File: config.mk
export PLATFORM = sky130hd
export DESIGN_NAME = imem_loader_flat
export DESIGN_NICKNAME = d
export VERILOG_FILES = /design/src/rtl/imem_loader_if.sv /design/src/rtl/imem_loader.sv /design/src/flat_wrapper.sv
export SDC_FILE = /design/constraint.sdc
export NUM_CORES = 1
export LEC_CHECK = 0
export CAP_MARGIN = 10
export CORE_MARGIN = 2
export CORE_UTILIZATION = 46
export CTS_CLUSTER_DIAMETER = 120
export DETAILED_ROUTE_END_ITERATION = 16
export HOLD_SLACK_MARGIN = 0.03
export PLACE_DENSITY = 0.69
export SKIP_LAST_GASP = 1
export SLEW_MARGIN = 20
export SYNTH_ARGS = -nofsm -noshare
export SYNTH_HDL_FRONTEND = slang
export SYNTH_SLANG_ARGS = --single-unit
File: constraint.sdc
create_clock -name clk -period 5.52 [get_ports clk]
set_clock_uncertainty 0.15 [all_clocks]
set_input_delay 0.828 -clock clk [delete_from_list [all_inputs] [get_ports clk]]
set_output_delay 0.828 -clock clk [all_outputs]
set_load 0.02 [all_outputs]
File: src/rtl/imem_loader_if.sv
// Byte-stream input and instruction-memory write port of the image loader.
// master = byte source / memory side, slave = the loader itself.
interface imem_loader_if #(
    parameter int WIDTH = 32
);
    logic [7:0]       in_data;
    logic             in_valid;
    logic             in_ready;
    logic             mem_we;
    logic [WIDTH-1:0] mem_addr;
    logic [WIDTH-1:0] mem_wdata;

    modport master (
        output in_data, in_valid,
        input  in_ready, mem_we, mem_addr, mem_wdata
    );

    modport slave (
        input  in_data, in_valid,
        output in_ready, mem_we, mem_addr, mem_wdata
    );
endinterface

File: src/rtl/imem_loader.sv
// Packs a length-prefixed byte stream into 32-bit words, writes them from address 0, then releases cpu_rst.
// Optional trailing XOR checksum byte enabled by defining IMEM_LOADER_CHECKSUM_EN.
//
// state  | meaning
// LEN_LO | waiting for low byte of the word count
// LEN_HI | waiting for high byte of the word count
// DATA   | receiving payload bytes, writing one word per 4 bytes
// CHK    | waiting for the checksum byte (checksum build only)
// FLUSH  | one cycle for the final write to land before release
// DONE   | image loaded, core running
// ERR    | frame rejected, core held in reset
module imem_loader #(
    parameter int WIDTH      = 32,
    parameter int ADDR_WIDTH = 12
) (
    input  logic        clk,
    input  logic        rst,
    imem_loader_if.slave bus,
    output logic        cpu_rst,
    output logic        busy,
    output logic        done,
    output logic        error,
    output logic [15:0] words_loaded
);
    typedef enum logic [2:0] {LEN_LO, LEN_HI, DATA, CHK, FLUSH, DONE, ERR} state_t;

    localparam logic [16:0] CAP = 17'(1) << (ADDR_WIDTH - 2);
`ifdef IMEM_LOADER_CHECKSUM_EN
    localparam state_t AFTER_DATA = CHK;
`else
    localparam state_t AFTER_DATA = FLUSH;
`endif

    state_t           state_q, state_d;
    logic [7:0]       len_lo_q;
    logic [15:0]      n_q;
    logic [1:0]       byte_cnt_q;
    logic [23:0]      stage_q;
    logic [15:0]      word_cnt_q;
    logic             mem_we_q;
    logic [WIDTH-1:0] mem_addr_q;
    logic [WIDTH-1:0] mem_wdata_q;
`ifdef IMEM_LOADER_CHECKSUM_EN
    logic [7:0]       chk_q;
`endif

    logic        ready_st;
    logic        xfer;
    logic [15:0] n_in;
    logic        last_byte;

    assign ready_st  = (state_q == LEN_LO) || (state_q == LEN_HI) ||
                       (state_q == DATA)   || (state_q == CHK);
    assign bus.in_ready = ready_st && !rst;
    assign xfer      = bus.in_valid && bus.in_ready;
    assign n_in      = {bus.in_data, len_lo_q};
    assign last_byte = (byte_cnt_q == 2'd3) && ((word_cnt_q + 16'd1) == n_q);

    always_comb begin
        state_d = state_q;
        case (state_q)
            LEN_LO: if (xfer) state_d = LEN_HI;
            LEN_HI: begin
                if (xfer) begin
                    if ({1'b0, n_in} > CAP)  state_d = ERR;
                    else if (n_in == 16'd0)  state_d = AFTER_DATA;
                    else                     state_d = DATA;
                end
            end
            DATA:   if (xfer && last_byte) state_d = AFTER_DATA;
`ifdef IMEM_LOADER_CHECKSUM_EN
            CHK:    if (xfer) state_d = (bus.in_data == chk_q) ? FLUSH : ERR;
`else
            CHK:    state_d = FLUSH;
`endif
            FLUSH:  state_d = DONE;
            DONE:   state_d = DONE;
            ERR:    state_d = ERR;
            default: state_d = LEN_LO;
        endcase
    end

    always_ff @(posedge clk) begin
        if (rst) begin
            state_q     <= LEN_LO;
            len_lo_q    <= '0;
            n_q         <= '0;
            byte_cnt_q  <= '0;
            stage_q     <= '0;
            word_cnt_q  <= '0;
            mem_we_q    <= 1'b0;
            mem_addr_q  <= '0;
            mem_wdata_q <= '0;
`ifdef IMEM_LOADER_CHECKSUM_EN
            chk_q       <= '0;
`endif
        end else begin
            state_q  <= state_d;
            mem_we_q <= 1'b0;
            if (state_q == LEN_LO && xfer) len_lo_q <= bus.in_data;
            if (state_q == LEN_HI && xfer) n_q <= n_in;
            if (state_q == DATA && xfer) begin
                byte_cnt_q <= byte_cnt_q + 2'd1;
                if (byte_cnt_q == 2'd3) begin
                    mem_we_q    <= 1'b1;
                    mem_addr_q  <= WIDTH'({word_cnt_q, 2'b00});
                    mem_wdata_q <= WIDTH'({bus.in_data, stage_q});
                    word_cnt_q  <= word_cnt_q + 16'd1;
                end else begin
                    // bytes enter at the top so byte0 ends up in [7:0]
                    stage_q <= {bus.in_data, stage_q[23:8]};
                end
            end
`ifdef IMEM_LOADER_CHECKSUM_EN
            if (state_q == LEN_LO)            chk_q <= '0;
            else if (state_q == DATA && xfer) chk_q <= chk_q ^ bus.in_data;
`endif
        end
    end

    assign bus.mem_we    = mem_we_q;
    assign bus.mem_addr  = mem_addr_q;
    assign bus.mem_wdata = mem_wdata_q;
    assign words_loaded  = word_cnt_q;
    assign cpu_rst       = rst || (state_q != DONE);
    assign done          = !rst && (state_q == DONE);
    assign error         = !rst && (state_q == ERR);
    assign busy          = !rst && ((state_q == LEN_HI) || (state_q == DATA) ||
                                    (state_q == CHK)    || (state_q == FLUSH));
endmodule

File: src/flat_wrapper.sv
// flat-port wrapper written by rule: the top's interface ports become plain ports
module imem_loader_flat 
#(
    parameter int WIDTH      = 32,
    parameter int ADDR_WIDTH = 12
)
  (clk, rst, cpu_rst, busy, done, error, words_loaded, bus_in_data, bus_in_valid, bus_in_ready, bus_mem_we, bus_mem_addr, bus_mem_wdata);
  imem_loader_if #(.WIDTH(WIDTH)) bus_i ();
  input  logic clk;
  input  logic rst;
  output logic cpu_rst;
  output logic busy;
  output logic done;
  output logic error;
  output logic [15:0] words_loaded;
  input wire logic [$bits(bus_i.in_data)-1:0] bus_in_data;
  input wire logic [$bits(bus_i.in_valid)-1:0] bus_in_valid;
  output wire logic [$bits(bus_i.in_ready)-1:0] bus_in_ready;
  output wire logic [$bits(bus_i.mem_we)-1:0] bus_mem_we;
  output wire logic [$bits(bus_i.mem_addr)-1:0] bus_mem_addr;
  output wire logic [$bits(bus_i.mem_wdata)-1:0] bus_mem_wdata;
  assign bus_i.in_data = bus_in_data;
  assign bus_i.in_valid = bus_in_valid;
  assign bus_in_ready = bus_i.in_ready;
  assign bus_mem_we = bus_i.mem_we;
  assign bus_mem_addr = bus_i.mem_addr;
  assign bus_mem_wdata = bus_i.mem_wdata;
  imem_loader #(.WIDTH(WIDTH), .ADDR_WIDTH(ADDR_WIDTH)) u_core (.clk(clk), .rst(rst), .bus(bus_i), .cpu_rst(cpu_rst), .busy(busy), .done(done), .error(error), .words_loaded(words_loaded));
endmodule
==> qor.txt <==
Rows - 37
Pint - 0.001507 W
Worst Hold Depth - 2
vias in the first global route - 3840
highest clock rate - 0.2885 GHz
count of cell types in the netlist - 45
Post-synth top flop - dfxtp_1
max-slew violation count - 0
Hold Path Sink - u_core.bus.mem_addr[14]$_SDFFE_PP0P_
max-cap viol count - 0
unrepaired setup endpoints after global routing - no
Final Hold Vio Count - 0
max incr delay on CP - 620 ps
Yosys Warn Count - 0
CTS hold repair buffers - 0
clk_lat worst skew - 510 ps
initial antenna violation count - 0
Residual DRC - 0
async set-reset flop share out of synthesis - 0%
Pwr per Cell Area - 309.5 mW/mm^2
Max VDD drop - 0.2053 mV
cts repair resizes - 0
area occupied by registers - 0.002362 sq mm
Slew HR - 34.68%
drt first pass iters - 5
I/O pins - 97
Final period util - 62.79%
Crit. End Element - output pin
FF-to-FF Start - u_core.state_q[2]$_SDFFE_PP0P_
synthesized cell area - 0.004964 sq mm
DPL Wire Length - 7925 microns
antenna-violating nets left - 0
r2r setup slk - 2700 ps
drt wl/cell - 14.00 microns
Crit path top cell by count - nand2b_1
core area - 0.01042 sq mm
Worst Hold Class - reg2reg
switching share of power - 21.88%
Mean Syn Cell Area - 7.804 sq um
largest family of logic cells by synthesized area - simple AND/OR/NAND/NOR gates
initial core utilization - 47.65%
Synth Instances - 636
post-synthesis xor/xnor area fraction - 7.058%
htree depth - 4
Top delay family on crit path - buffers and inverters
worst path cell trace - buf_4, buf_6, nand2b_1, nand2b_1, clkdlybuf4s50_1
DRT iter0 DRCs - 203
Sum Neg Setup Slack - 0 ps
Crit path required time - 4540 ps
WP data arrival - 2490 ps
gr ovfl total - 0
mux share of post-synthesis cell area - 0.2017%
Post-synth EDFFs - 0
CP Class - in2out
sequential cell area fraction in the yosys report - 47.59%
Post-Synth Adder-Cell Area - 0.5042%
Sinks on Clock Net - 118
worst slew pin tran - 973.8 ps
Die ar. - 0.01164 sq mm
reported leakage power - 2.129 nW
Max stage delay cell, worst path - buf_6
status - finished clean
Nets - 707
Max Buffers Root-to-Sink - 2
Placed Area - 0.005712 sq mm
Worst Reg-to-Reg Cells - 9
total track usage - 21.12%
Clk pwr share - 50.0%
Switching Power - 0.0004220 W
Detailed Route WL - 11730 microns
final setup violation count - 0
fin area - 0.006231 sq mm
Seq pwr share - 45.2%
Via Count - 4308
area of the multi-input gates - 0.002332 sq mm
CTS buffer count - 17
Synth Area in Compound Gates - 12.55%
Die Y - 107.9 microns
Min-Delay Startpoint - u_core.bus.mem_addr[14]$_SDFFE_PP0P_
crit-path max FO - 120
register bit count reported by yosys - 118
Fill cells - 958
CTS tree - built
die width - 107.9 microns
Post-Synth Simple-Gate Area - 25.36%
Worst-path clk slew - 50 ps
synthesis-to-layout area growth - 25.54%
share of cells above drive strength 1 - 5.128%
routability cong. - 0.8108
crit path time final - 3466 ps
IO Port Bufs - 80
Via density - 5.141
Layout Cells excl Fill - 838
r2r endpoint - u_core.words_loaded[6]$_SDFFE_PP0P_
# Post-CTS Setup Buffers - 0
combinational power share - 4.8%
CTS root buffer - clkbuf_8
pin count of the biggest net entering global routing - 121
Startpoint Class - input port
placed cell count - 811
final core occ - 59.82%
first-pass GRT wire length - 19250 microns
Ant. Diodes - 0
Worst Path Buf+Inv - 3
==> Yosys cell counts, drive strengths merged (2+ instances only) <==
| cell | instances | area [sq um] |
|---|---|---|
| and4 | 3 | 26.28 |
| o22ai | 2 | 12.51 |
| nor3 | 4 | 20.02 |
| a31oi | 2 | 12.51 |
| xnor2 | 19 | 166.4 |
| o2111ai | 2 | 17.52 |
| nor2b | 3 | 18.77 |
| o31ai | 3 | 22.52 |
| o211ai | 2 | 15.01 |
| buf | 35 | 221.5 |
| nand2 | 201 | 754.5 |
| dfxtp | 118 | 2362 |
| nand4 | 7 | 50.05 |
| nor2 | 37 | 138.9 |
| nor4 | 6 | 37.54 |
| nand2b | 4 | 25.02 |
| xor2 | 21 | 183.9 |
| a21oi | 99 | 495.5 |
| nand3 | 17 | 85.08 |
| inv | 3 | 11.26 |
| clkbuf | 26 | 97.59 |
| nor3b | 2 | 20.02 |
| ha | 2 | 25.02 |
==> registers in the layout, indices dropped and copies added, names as in the netlist <==
name and count:
u_core.bus.mem_we 1, u_core.len_lo_q 8, u_core.stage_q 24, u_core.bus.mem_wdata 32, u_core.byte_cnt_q 2, u_core.bus.mem_addr 16
u_core.words_loaded 16, u_core.n_q 16, u_core.state_q 3
==> worst reg2reg max path, delay by kind of cell, from the launching register on <==
kind,cells,cell delay (ps)
xor+xnor,1,140
buf+inv,3,1490
simple gates,5,420
flops,1,490
==> kinds of logic after synthesis <==
logic type | Yosys count
simple gates | 294
compound gates | 116
flops | 118
mux | 1
buf+inv | 64
other cells | 1
xor+xnor | 40
fa+ha+maj | 2
==> power by group through the flow <==
| stage | logic, W | registers (W) | clock network (W) |
|---|---|---|---|
| after floorplan | 0.0000751 | 0.000884 | 0 |
| after global placement | 0.0000894 | 0.000889 | 0 |
| after detailed placement | 0.0000910 | 0.000889 | 0 |
| after CTS | 0.0000915 | 0.000871 | 0.000978 |
| after global routing | 0.000102 | 0.000872 | 0.00103 |
| final | 0.0000920 | 0.000872 | 0.000965 |
==> through the flow <==
stage	hold WS, ps	setup slack [ps]	total power [W]
5_1_grt	319.9	1919	0.002006
2_1_floorplan	282.1	2998	0.0009587
3_3_place_gp	294.9	1823	0.0009783
3_5_place_dp	296.7	1795	0.0009803
6_report	300.7	2054	0.001929
4_1_cts	305.5	1788	0.001941
==> layout by cell type (no fill, tap or decap), types with 3 or more instances in the layout <==
cell / netlist / final
nand2_1: 201 / 201
dfxtp_1: 118 / 118
a21oi_1: 99 / 99
clkdlybuf4s50_1: 0 / 79
nor2_1: 37 / 37
xor2_1: 21 / 21
xnor2_1: 19 / 19
nand3_1: 17 / 16
conb_1: 1 / 16
clkbuf_16: 0 / 16
nand4_1: 6 / 6
nor4_1: 6 / 6
buf_4: 19 / 5
nand2b_1: 4 / 4
nor3_1: 4 / 4
clkbuf_8: 0 / 4
nor2b_1: 3 / 3
and4_1: 3 / 3
o31ai_1: 3 / 3
clkinv_2: 0 / 3
==> routing by layer <==
layer | global-route usage, % | part of all wire, % | routed length [microns]
met2 | 32.26 | 46 | 5441
met3 | 5.448 | 5.7 | 673
met4 | 6.319 | 0.82 | 96
met5 | 0 | 0 | 0
met1 | 29.32 | 47 | 5518
==> how the worst max path moves through the flow <==
stage,endpoint,cells past startpoint,from
6_report,cpu_rst,5,rst
5_1_grt,cpu_rst,5,rst
4_1_cts,cpu_rst,5,rst
3_5_place_dp,cpu_rst,5,rst
3_3_place_gp,u_core.words_loaded[6]$_SDFFE_PP0P_,10,bus_in_valid
2_1_floorplan,busy,3,rst
==> area by class of cell <==
type / count / area share, %
sequential: 118 / 37.91
multi-input combinational: 469 / 37.43
timing repair buffer: 85 / 13.47
clock buffer: 22 / 7.430
tap: 136 / 2.731
clock inverter: 5 / 0.8434
inverter: 3 / 0.1807
Power figures use the tool's default switching activity.
==> RTL edit, RTL diff (same flow settings) <==
Put a register stage on the output `error`, with the module's reset. The value now appears one clock later. The other outputs are not delayed to match.
--- a/src/rtl/imem_loader.sv
+++ b/src/rtl/imem_loader.sv
@@ -125,5 +125,11 @@
     assign cpu_rst       = rst || (state_q != DONE);
     assign done          = !rst && (state_q == DONE);
-    assign error         = !rst && (state_q == ERR);
+    always_ff @(posedge clk) begin
+        if (rst) begin
+            error <= '0;
+        end else begin
+            error <= !rst && (state_q == ERR);
+        end
+    end
     assign busy          = !rst && ((state_q == LEN_HI) || (state_q == DATA) ||
                                     (state_q == CHK)    || (state_q == FLUSH));
Function: changed (a bounded check fails within 4 cycles, from zero or initial values and one cycle with rst high).
==> RTL edit against the unedited design <==
Design area up 1.3%. Sequential cell count up 1. Register-to-register slack worse by 340 ps. Power rose by 11%. Area after synthesis fell by 0.68%. Setup slack gained 24 ps. Largest cell class unchanged. Wire length fell by 3.0%. Via count is essentially flat.
==> RTL edit: results <==
set metrics [dict create \
    r2r_cells 8 \
    yosysSeqAreaShare 0.483 \
    gp_congestion 0.838 \
    min_from "u_core.bus.mem_addr[4]" \
    wl_met2_mm 5.21 \
    grtUsageMet1 0.272 \
    grt_util_met3 0.0533 \
    synth_top_cells_by_count "nand2_1 (193), dfxtp_1 (119), a21oi_1 (98)" \
    relSlewSlack 0.370 \
    drt_iter0_markers 244 \
    met2_usage 0.314 \
    p_leak_nw 2.17 \
    drt-total-wl_mm 11.4 \
    post-dp-hpwl_mm 7.51 \
    drive_gt1_frac 0.0571 \
    slowest_stage "clkdlybuf4s50_1" \
    final_nets 700 \
    r2r_setup_slack_ps 2360 \
    grt_max_degree 120 \
    num_vias 4312 \
    first_pass_iters 4 \
    power.internal_mw 1.66 \
    vdd_drop_max_mv 0.153 \
    wl_met1_mm 5.30 \
    met3WireLength_microns 675 \
    ys_top_cells_by_area "dfxtp_1 (48%), nand2_1 (15%), a21oi_1 (9.9%)" \
    status "finished, final reports clean" \
    grt_pass1_wl_mm 18.8 \
    r2r-start "u_core.words_loaded[0]" \
    cp.arrival_ps 2460 \
]
## RTL edit: cell types whose count changed after synthesis, sizes merged, moves of 3 or more
cell	delta
buf	-10
clkbuf	+9
mux2i	+8
nand2	-8
o21ai	+8
or3	+6
xor2	-6
nor3	+4
a22oi	+3
nor2	-3
o31ai	-3
## RTL edit: logic make-up after synthesis
group | share of synthesized area
AOI/OAI and AO/OA | 0.129
xor gates and xnor gates | 0.0586
adders and majority gates | 0.00508
buffers and inverters | 0.0640
DFF | 0.483
muxes | 0.0183
other | 0.000761
and+or+nand+nor | 0.241
## RTL edit: final timing paths
path,end
worst max-delay path,cpu_rst
worst min-delay path,u_core.bus.mem_addr[4]
worst max register to register,u_core.state_q[1]
worst min register to register,u_core.bus.mem_addr[4]
## RTL edit: power by group through the flow
stage	Sequential, mW	Combinational, mW	Clock (mW)
floorplan	0.899	0.0826	0
global placement	0.902	0.101	0
detailed placement	0.903	0.101	0
CTS	0.884	0.102	1.16
global route	0.886	0.112	1.20
finish	0.884	0.103	1.15
## RTL edit: final cells by class
cell class                 instances  area, sq um
fill                             932         4060
clock inverter                    14          195
inverter                           4         15.0
multi-input combinational        461         2290
tap                              136          170
sequential                       119         2380
timing repair buffer              84          832
clock buffer                      18          428
## RTL edit: worst max-delay path: cells and delay by family
kind	cells	cell delay (ps)
buf+inv	3	1280
simple gates	2	340
## RTL edit: metrics by stage
step	cell area, sq um	hold WS [ps]	setup WS (ps)	util	cells
after floorplan	4990	282	2730	-	644
after global placement	5680	287	1700	0.548	804
final	6310	303	2080	0.609	836
after global routing	6310	320	1850	0.609	836
after CTS	6310	303	1780	0.608	836
after detailed placement	5680	296	1580	0.548	804
